File: config.mk
export PLATFORM = sky130hd
export DESIGN_NAME = des_key_schedule_flat
export DESIGN_NICKNAME = d
export VERILOG_FILES = /design/src/rtl/des_pkg.sv /design/src/rtl/des_key_schedule_if.sv /design/src/rtl/des_pc1_permutation.sv /design/src/rtl/des_pc2_permutation.sv /design/src/rtl/des_key_schedule.sv /design/src/flat_wrapper.sv
export SDC_FILE = /design/constraint.sdc
export NUM_CORES = 1
export LEC_CHECK = 0
export CORE_AREA = 5 5 323 325
export CTS_BUF_LIST = sky130_fd_sc_hd__clkbuf_16
export CTS_CLUSTER_SIZE = 40
export DETAILED_ROUTE_END_ITERATION = 16
export DIE_AREA = 0 0 328 330
export PLACE_DENSITY_LB_ADDON = 0.2
export SLEW_MARGIN = 20
export SYNTH_ARGS = -nofsm -noshare
export SYNTH_HDL_FRONTEND = slang
export SYNTH_SLANG_ARGS = --single-unit
export TNS_END_PERCENT = 5
File: constraint.sdc
create_clock -name clk -period 6.6 [get_ports clk]
set_clock_uncertainty 0.15 [all_clocks]
set_input_delay 1.32 -clock clk [delete_from_list [all_inputs] [get_ports clk]]
set_output_delay 1.32 -clock clk [all_outputs]
set_load 0.01 [all_outputs]
File: src/rtl/des_pkg.sv
// Shared types and constants for the DES key schedule: FSM states, round
// geometry, the per-round rotate amounts and the round-to-slot mapping.
package des_pkg;

  localparam int NUM_ROUNDS = 16;
  localparam int SUBKEY_W   = 48;
  localparam int HALF_W     = 28;
  localparam int KEYBUS_W   = NUM_ROUNDS * SUBKEY_W;

  localparam logic [4:0] LAST_ROUND = 5'd16;

  typedef enum logic [1:0] {
    ST_IDLE = 2'd0,
    ST_GEN  = 2'd1,
    ST_DONE = 2'd2
  } state_e;

  // Left-rotate amount of C and D for rounds 1..16 (entry 0 is round 1).
  localparam logic [1:0] SHIFT_SCHED [NUM_ROUNDS] = '{
    2'd1, 2'd1, 2'd2, 2'd2, 2'd2, 2'd2, 2'd2, 2'd2,
    2'd1, 2'd2, 2'd2, 2'd2, 2'd2, 2'd2, 2'd2, 2'd1
  };

  // Decrypt mode stores round n in slot 17-n so the core always starts at slot 1.
  function automatic logic [4:0] slot_idx(input logic [4:0] round, input logic dec);
    logic [4:0] slot;
    if (dec) begin
      slot = 5'd17 - round;
    end else begin
      slot = round;
    end
    return slot;
  endfunction

endpackage

File: src/rtl/des_key_schedule_if.sv
// Request/result bundle between a key-schedule client and des_key_schedule.
interface des_key_schedule_if;
  import des_pkg::*;

  logic                start;
  logic [1:64]         key;
  logic                decrypt;
  logic                busy;
  logic                done;
  logic [1:KEYBUS_W]   round_keys;

  modport master (output start, key, decrypt, input busy, done, round_keys);
  modport slave  (input start, key, decrypt, output busy, done, round_keys);

endinterface

File: src/rtl/des_pc1_permutation.sv
// DES Permuted Choice 1: drops the eight parity bits and reorders the key into C||D.
module des_pc1_permutation
  import des_pkg::*;
(
  input  logic [1:64]       key_i,
  output logic [1:2*HALF_W] cd_o
);

  localparam int PC1_TBL [2*HALF_W] = '{
    57, 49, 41, 33, 25, 17,  9,
     1, 58, 50, 42, 34, 26, 18,
    10,  2, 59, 51, 43, 35, 27,
    19, 11,  3, 60, 52, 44, 36,
    63, 55, 47, 39, 31, 23, 15,
     7, 62, 54, 46, 38, 30, 22,
    14,  6, 61, 53, 45, 37, 29,
    21, 13,  5, 28, 20, 12,  4
  };

  for (genvar g = 0; g < 2*HALF_W; g++) begin : g_pc1
    assign cd_o[g+1] = key_i[PC1_TBL[g]];
  end

  // Parity bits are intentionally not part of the key material.
  logic unused_parity_s;
  assign unused_parity_s = ^{key_i[8], key_i[16], key_i[24], key_i[32],
                             key_i[40], key_i[48], key_i[56], key_i[64]};

endmodule

File: src/rtl/des_pc2_permutation.sv
// DES Permuted Choice 2: compresses the rotated C||D (56 bits) into a 48-bit round key.
module des_pc2_permutation
  import des_pkg::*;
(
  input  logic [1:2*HALF_W] cd_i,
  output logic [1:SUBKEY_W] subkey_o
);

  localparam int PC2_TBL [SUBKEY_W] = '{
    14, 17, 11, 24,  1,  5,
     3, 28, 15,  6, 21, 10,
    23, 19, 12,  4, 26,  8,
    16,  7, 27, 20, 13,  2,
    41, 52, 31, 37, 47, 55,
    30, 40, 51, 45, 33, 48,
    44, 49, 39, 56, 34, 53,
    46, 42, 50, 36, 29, 32
  };

  for (genvar g = 0; g < SUBKEY_W; g++) begin : g_pc2
    assign subkey_o[g+1] = cd_i[PC2_TBL[g]];
  end

  // PC-2 discards these eight positions of C||D.
  logic unused_drop_s;
  assign unused_drop_s = ^{cd_i[9], cd_i[18], cd_i[22], cd_i[25],
                           cd_i[35], cd_i[38], cd_i[43], cd_i[54]};

endmodule

File: src/rtl/des_key_schedule.sv
// Sequential DES key schedule: one 48-bit round key per cycle into a 768-bit
// slot bus, in encrypt order or reversed for decrypt.
module des_key_schedule
  import des_pkg::*;
(
  input  logic            clk,
  input  logic            rst_n,
  des_key_schedule_if.slave ks
);

  state_e                state_q, state_d;
  logic [4:0]            round_q, round_d;
  logic [1:HALF_W]       c_q, c_d, d_q, d_d;
  logic                  mode_q, mode_d;
  logic [1:KEYBUS_W]     round_keys_q, round_keys_d;
  logic                  busy_q, busy_d, done_q, done_d;

  logic [1:2*HALF_W]     pc1_s;
  logic [1:HALF_W]       c_rot_s, d_rot_s;
  logic [1:SUBKEY_W]     subkey_s;
  logic [3:0]            round_idx_s;
  logic [1:0]            shift_s;
  logic [4:0]            slot_s;
  logic                  wr_en_s;

  des_pc1_permutation u_pc1 (
    .key_i (ks.key),
    .cd_o  (pc1_s)
  );

  des_pc2_permutation u_pc2 (
    .cd_i     ({c_rot_s, d_rot_s}),
    .subkey_o (subkey_s)
  );

  // Round 16 maps to index 15 through the 4-bit wrap of 0 - 1.
  always_comb begin
    round_idx_s = round_q[3:0] - 4'd1;
    shift_s     = SHIFT_SCHED[round_idx_s];
    if (shift_s == 2'd2) begin
      c_rot_s = {c_q[3:HALF_W], c_q[1:2]};
      d_rot_s = {d_q[3:HALF_W], d_q[1:2]};
    end else begin
      c_rot_s = {c_q[2:HALF_W], c_q[1]};
      d_rot_s = {d_q[2:HALF_W], d_q[1]};
    end
    slot_s = slot_idx(round_q, mode_q);
  end

  // Next-state, C/D update and round counter.
  always_comb begin
    state_d = state_q;
    round_d = round_q;
    c_d     = c_q;
    d_d     = d_q;
    mode_d  = mode_q;
    wr_en_s = 1'b0;
    case (state_q)
      ST_IDLE: begin
        if (ks.start) begin
          c_d     = pc1_s[1:HALF_W];
          d_d     = pc1_s[HALF_W+1:2*HALF_W];
          mode_d  = ks.decrypt;
          round_d = 5'd1;
          state_d = ST_GEN;
        end else begin
          state_d = ST_IDLE;
        end
      end
      ST_GEN: begin
        wr_en_s = 1'b1;
        c_d     = c_rot_s;
        d_d     = d_rot_s;
        if (round_q == LAST_ROUND) begin
          round_d = 5'd0;
          state_d = ST_DONE;
        end else begin
          round_d = round_q + 5'd1;
          state_d = ST_GEN;
        end
      end
      ST_DONE: begin
        state_d = ST_IDLE;
      end
      default: begin
        round_d = 5'd0;
        state_d = ST_IDLE;
      end
    endcase
    busy_d = (state_d != ST_IDLE);
    done_d = (state_d == ST_DONE);
  end

  // Slot write: only the addressed slot changes; the others hold their previous keys.
  always_comb begin
    round_keys_d = round_keys_q;
    for (int s = 1; s <= NUM_ROUNDS; s++) begin
      round_keys_d[(s-1)*SUBKEY_W+1 +: SUBKEY_W] =
        (wr_en_s && (slot_s == s[4:0])) ? subkey_s
                                        : round_keys_q[(s-1)*SUBKEY_W+1 +: SUBKEY_W];
    end
  end

  // State, key material and registered status outputs.
  always_ff @(posedge clk or negedge rst_n) begin
    if (!rst_n) begin
      state_q      <= ST_IDLE;
      round_q      <= 5'd0;
      c_q          <= '0;
      d_q          <= '0;
      mode_q       <= 1'b0;
      round_keys_q <= '0;
      busy_q       <= 1'b0;
      done_q       <= 1'b0;
    end else begin
      state_q      <= state_d;
      round_q      <= round_d;
      c_q          <= c_d;
      d_q          <= d_d;
      mode_q       <= mode_d;
      round_keys_q <= round_keys_d;
      busy_q       <= busy_d;
      done_q       <= done_d;
    end
  end

  assign ks.busy       = busy_q;
  assign ks.done       = done_q;
  assign ks.round_keys = round_keys_q;

endmodule

File: src/flat_wrapper.sv
// flat-port wrapper written by rule: the top's interface ports become plain ports
module des_key_schedule_flat import des_pkg::*;
  (clk, rst_n, ks_start, ks_key, ks_decrypt, ks_busy, ks_done, ks_round_keys);
  des_key_schedule_if ks_i ();
  input  logic clk;
  input  logic rst_n;
  input wire logic [$bits(ks_i.start)-1:0] ks_start;
  input wire logic [$bits(ks_i.key)-1:0] ks_key;
  input wire logic [$bits(ks_i.decrypt)-1:0] ks_decrypt;
  output wire logic [$bits(ks_i.busy)-1:0] ks_busy;
  output wire logic [$bits(ks_i.done)-1:0] ks_done;
  output wire logic [$bits(ks_i.round_keys)-1:0] ks_round_keys;
  assign ks_i.start = ks_start;
  assign ks_i.key = ks_key;
  assign ks_i.decrypt = ks_decrypt;
  assign ks_busy = ks_i.busy;
  assign ks_done = ks_i.done;
  assign ks_round_keys = ks_i.round_keys;
  des_key_schedule u_core (.clk(clk), .rst_n(rst_n), .ks(ks_i));
endmodule
==> impl_metrics.csv, run 1 <==
group,metric,value,unit
clocking,cts_hold_buffers,0,
synthesis,synth.top_cell.area_share,67.0,%
drt,routed_wirelength,117,mm
critical_path,max_stage_delay,1.04,ns
global_routing,grt.total_usage,20.9,%
synthesis,yosys.area.top_type,"dfrtp_1",
die,die_x,328,um
die,rows,117,
critical_path,crit_family,"multiplexers",
synthesis,synth-seq-cells,834,
global_routing,grt-ovfl-total,0,
power,p_int,16200,uW
timing,slew_violations,0,
place,gp_congestion,0.766,
timing,tns,0,ns
drt,post_drt_wl_per_cell,22.6,um
critical_path,cp.arrival,4.12,ns
global_routing,grt_pass1_wl,167,mm
drt,via_per_inst,4.63,
timing,rsz0062_at_grt,"no",
synthesis,synth_area,0.0312,mm^2
critical_path,setup.worst_path.end_class,"register",
clocking,numCtsBuffers,94,
drt,first_pass_iters,7,
outcome,status,"finished, final reports clean",
timing,fmax,264,MHz
timing,whs,0.327,ns
critical_path,crit_slowest_cell,"mux2i_4",
synthesis,synthesis.nets,3057,
die,core_area,0.101,mm^2
die,initial_utilization,30.8,%
drt,ant_nets,0,
layout,layout.nets,3788,
clocking,htree_levels,3,
timing,period_minus_slack,3.78,ns
critical_path,cp-start-kind,"register",
synthesis,synth_area_leaders,"dfrtp_1 67%, a21oi_1 12%, nor2_1 8.2%",
place,dpl.hpwl,79.6,mm
timing,maxSlewHeadroom,21.1,%
power,powerDensity,654,mW/mm^2
synthesis,syn_area_per_cell,10.4,um^2
clocking,cts_setup_buffers,0,
drt,drcViolationCount,0,
timing,worstMarginPinSlew,1.16,ns
layout,final_common_cell,"dfrtp_1",
die,dieArea,0.108,mm^2
drt,vias,23899,
layout,drive_gt1_share,6.76,%
global_routing,grt_max_degree,174,
drt,drt-initial-drc-count,1667,
die,io_pins,838,
power,p_sw,12300,uW
synthesis,synth_cell_types,37,
critical_path,crit_type,"register to register",
clocking,cts_tree,"built",
power,leakage,0.0180,uW
critical_path,path_cells,"inv_1 -> ha_1 -> nor2b_1 -> xnor2_1 -> a22oi_2 -> buf_4 -> mux2i_4 -> o21ai_0",
power,p_clk_share,17.1,%
power,pwr-share-comb,51.9,%
critical_path,path_buf_inv,2,
die,die_y,330,um
global_routing,grt_pass1_vias,23013,
power,swShare,43.0,%
hold_path,hp-class,"register to register",
power,ir_worst_vdd,0.000317,V
layout,syn_to_final_growth,40.0,%
clocking,root_buffer,"clkbuf_16",
synthesis,yosysSeqAreaShare,67.0,%
synthesis,ys_warn_count,0,
job,drv_cap,0,
critical_path,cp.required,6.94,ns
timing,final.period_utilization,57.3,%
global_routing,antenna_found_initial,26,
power,pwr-share-seq,31.0,%
clocking,clock_sinks,834,
clocking,clk_pin_slew,0.06,ns
critical_path,cp_max_fo,28,
timing,finalWorstSetupSlack,2.82,ns
timing,finalSetupViolCount,0,
place,portBuffers,829,
place,preCtsSetupSlack,2.81,ns
timing,hold_viol_final,0,
clocking,insertion_delay,0.65,ns
layout,layout_common_cells,"834 x dfrtp_1, 828 x clkdlybuf4s50_1, 728 x a21oi_1, 680 x nor2_1, 215 x nand2_1",
synthesis,synth_cells,2983,
clocking,clock_path_buffers,3,
clocking,cts_resized,0,
-- tightest hold or removal path: cells and delay by family, from the launching register on --
kind	cells	cell delay, ns
DFF	1	0.34
AOI/OAI and AO/OA	1	0.06
and+or+nand+nor	1	0.04
-- path summary, 6_finish.rpt --
check	startpoint	slack, ns	end	cells past startpoint
max	u_core.round_q[2]	2.82	u_core.ks.round_keys[602]	8
min	u_core.ks.round_keys[609]	0.33	u_core.ks.round_keys[609]	2
max reg2reg	u_core.round_q[2]	2.82	u_core.ks.round_keys[602]	8
min reg2reg	u_core.ks.round_keys[609]	0.33	u_core.ks.round_keys[609]	2
max in group asynchronous	rst_n	4.22	u_core.ks.round_keys[38]	2
min in group asynchronous	rst_n	0.54	u_core.ks.round_keys[621]	1
-- stage by stage --
step	area [um^2]	cells	power, uW	utilization, %
after floorplan	31200	2983	15400	-
after global placement	40700	4985	23700	40.3
after detailed placement	40700	4985	23900	40.3
after CTS	43600	5152	28900	43.1
after global routing	43600	5155	30200	43.1
final	43600	5163	28500	43.1
-- sequential cells by signal, summed over array words and instances, names as in the netlist --
signal,flops
u_core.ks.round_keys,768
u_core.c_q,28
u_core.d_q,28
u_core.round_q,5
u_core.state_q,2
u_core.ks.busy,1
u_core.ks.done,1
u_core.mode_q,1
-- synth_stat cells --
cell type	count
o22ai_1	1
buf_4	32
mux2i_1	25
or3b_2	1
a31oi_1	1
dfrtp_1	834
buf_2	140
a22o_1	1
a32o_1	1
inv_1	6
mux2i_2	32
o31ai_1	1
nand4bb_1	1
and2_1	6
a21oi_1	728
nor3_1	1
o21ai_0	100
clkbuf_1	76
o32ai_1	2
buf_1	3
nand2_1	215
nor2_1	680
nor4_1	1
mux2_2	1
xnor2_1	3
nor4_4	1
nand3_1	3
nor2b_1	6
a22oi_1	1
or4b_2	1
nor4b_2	2
ha_1	6
and3b_1	1
and3_1	60
xor2_1	3
nand2b_1	3
buf_6	4
-- area by class of cell --
class                      instances  area, um^2
fill                            9870       57500
sequential                       834       20900
multi-input combinational       1888        9340
timing repair buffer             890        8820
clock buffer                      96        2400
tap                             1368        1710
clock inverter                    71         419
antenna                           10        25.0
inverter                           6        22.5
-- power by group through the flow --
stage	Sequential (uW)	Combinational [uW]	Clock [uW]
2_1_floorplan	9700	5670	0
3_3_place_gp	8840	14900	0
3_5_place_dp	8910	15000	0
4_1_cts	8840	15000	5030
5_1_grt	9140	15900	5230
6_report	8830	14800	4880
-- routing by layer --
layer  global-route usage, %  vias up  share of wire [%]
met2                    32.6      759                 45
met5                       0        -               0.14
met1                    27.7    11596                 43
met4                    6.84       22                3.0
li1                        -    11353                  -
met3                    6.96      169                8.5
-- cell families after synthesis --
logic type               count (synthesis)  synth area share (%)
adder cells (fa/ha/maj)                  6                 0.241
AND/OR/NAND/NOR                        982                  12.7
multiplexers                            58                  2.25
AO/OA/AOI/OAI                          836                  13.5
buffers and inverters                  261                  4.19
flip-flops                             834                  67.0
XOR/XNOR                                 6                 0.169
(Power assumes the default switching activity.)
==> run 2, diff against run 1 <==
Settings changed: CORE_AREA 5 5 323 325 to 5 5 320 322, DIE_AREA 0 0 328 330 to 0 0 325 327.
Clock period 6.6 ns to 4 ns, I/O delays scaled along.
==> run 2 against run 1 <==
Worst setup slack worse by 2.2 ns. Clock power increased by 68%. Hold slack lost 0.23 ns. Largest cell class unchanged. Die area down 1.8%. Critical endpoint is now u_core.ks.round_keys[609]. Total power grew 68%. Global-route usage rose by 0.85 points. Fmax grew 11%. Flip-flop and latch count did not move. Highest routed layer unchanged. Largest power group unchanged. Count of clock-buffer cells in the layout is the same.
==> impl_metrics.csv, run 2 (synthesized netlist as in run 1, its figures left out) <==
group,metric,value,unit
drt,vias,24379,
place,place_area,0.0414,mm^2
clocking,numCtsBuffers,93,
clocking,cts_hold_buffers,0,
die,io_pins,838,
timing,worstMarginPinSlew,1.03,ns
clocking,root_buffer,"clkbuf_16",
die,die_x,325,um
power,leakage,0.0184,uW
clocking,clk_pin_slew,0.06,ns
power,p_clk_share,17.1,%
timing,final.period_utilization,85.2,%
power,p_int,27700,uW
layout,largest_register_ffs,768,
timing,fmax,293,MHz
place,gp_congestion,0.792,
clocking,htree_levels,3,
layout,layout.nets,3851,
clocking,clock_sinks,834,
die,dieArea,0.106,mm^2
power,p_sw,20300,uW
timing,finalSetupViolCount,0,
layout,syn_to_final_growth,42.3,%
global_routing,grt_pass1_wl,173,mm
global_routing,grt_max_degree,97,
die,rows,116,
layout,num-fill-cells,9531,
die,initial_utilization,31.4,%
power,powerDensity,1080,mW/mm^2
critical_path,cp_max_fo,64,
drt,ant_nets,0,
place,dpl.hpwl,83.5,mm
drt,drcViolationCount,0,
job,drv_cap,0,
drt,via_per_inst,4.72,
critical_path,cp-start-kind,"register",
clocking,clock_path_buffers,3,
hold_path,hp-class,"input pin to async pin",
timing,slew_violations,0,
layout,layout_common_cells,"834 x dfrtp_1, 828 x clkdlybuf4s50_1, 728 x a21oi_1, 680 x nor2_1, 215 x nand2_1",
critical_path,reg2reg_setup_slack,0.59,ns
critical_path,setup.worst_path.end_class,"register",
die,core_area,0.0993,mm^2
power,swShare,42.4,%
layout,fin_area,0.0443,mm^2
critical_path,crit_type,"register to register",
global_routing,grt.total_usage,21.8,%
power,pwr-share-seq,30.5,%
power,ir_worst_vdd,0.000638,V
drt,routed_wirelength,119,mm
place,dpl.cell_count,4980,
clocking,cts_tree,"built",
global_routing,antenna_found_initial,28,
critical_path,cp.required,4.37,ns
layout,drive_gt1_share,8.44,%
timing,tns,0,ns
die,die_y,327,um
critical_path,cp.arrival,3.77,ns
timing,hold_viol_final,0,
timing,period_minus_slack,3.41,ns
timing,rsz0062_at_grt,"no",
global_routing,grt-ovfl-total,0,
outcome,status,"finished, final reports clean",
layout,final_common_cell,"dfrtp_1",
global_routing,grt_pass1_vias,23794,
clocking,insertion_delay,0.65,ns
drt,post_drt_wl_per_cell,23.0,um
layout,layoutNonFillerInstCount,5161,
drt,drt-initial-drc-count,1365,
clocking,cts_resized,0,
place,portBuffers,829,
clocking,cts_setup_buffers,0,
power,pwr-share-comb,52.4,%
drt,first_pass_iters,7,
timing,maxSlewHeadroom,30.5,%
## run 2: critical path, cell delays in order, from the launching register on
cell and delay [ns]:
dfrtp_1 0.51, nor4b_2 0.23, xnor2_1 0.82, nand3_4 0.85, buf_4 0.49, nand2_1 0.08, o21ai_0 0.08
## run 2: area by class of cell
type / count / area (um^2) / share of cell area [%]
sequential: 834 / 20900 / 47.1
timing repair buffer: 954 / 9570 / 21.6
multi-input combinational: 1888 / 9330 / 21.0
clock buffer: 96 / 2400 / 5.42
tap: 1298 / 1620 / 3.66
clock inverter: 71 / 490 / 1.11
antenna: 14 / 35.0 / 0.0790
inverter: 6 / 22.5 / 0.0508
## run 2: metrics by stage
step | setup WS (ns) | hold slack [ns] | utilization [%] | total power [uW]
after floorplan | 1.39 | 0.354 | - | 25400
after global placement | 0.725 | 0.311 | 41.7 | 40000
after detailed placement | 0.590 | 0.319 | 41.7 | 40300
after CTS | 0.589 | 0.0553 | 44.6 | 48700
after global routing | 0.413 | 0.0919 | 44.6 | 50900
final | 0.592 | 0.0947 | 44.7 | 48000
## run 2: path summary, 6_finish.rpt
kind                       depth (start not counted)                      start                         to
max                                                6              u_core.mode_q  u_core.ks.round_keys[609]
min                                                1                      rst_n  u_core.ks.round_keys[507]
max reg2reg                                        6              u_core.mode_q  u_core.ks.round_keys[609]
min reg2reg                                        2  u_core.ks.round_keys[623]  u_core.ks.round_keys[623]
max in group asynchronous                          3                      rst_n  u_core.ks.round_keys[317]
min in group clk                                   2  u_core.ks.round_keys[623]  u_core.ks.round_keys[623]
## run 2: layer usage
metal | share of wire (%) | global-route usage, % | vias to the layer above
li1 | - | - | 11529
met1 | 43 | 28.6 | 11886
met2 | 46 | 34.5 | 784
met3 | 8.0 | 7.00 | 162
met4 | 2.9 | 6.62 | 18
met5 | 0.10 | 0 | -
## run 2: power by group through the flow
stage | Combinational, uW | Sequential (uW) | Clock (uW)
2_1_floorplan | 9350 | 16000 | 0
5_1_grt | 27000 | 15100 | 8800
6_report | 25100 | 14600 | 8200
3_5_place_dp | 25500 | 14700 | 0
3_3_place_gp | 25300 | 14600 | 0
4_1_cts | 25600 | 14600 | 8430
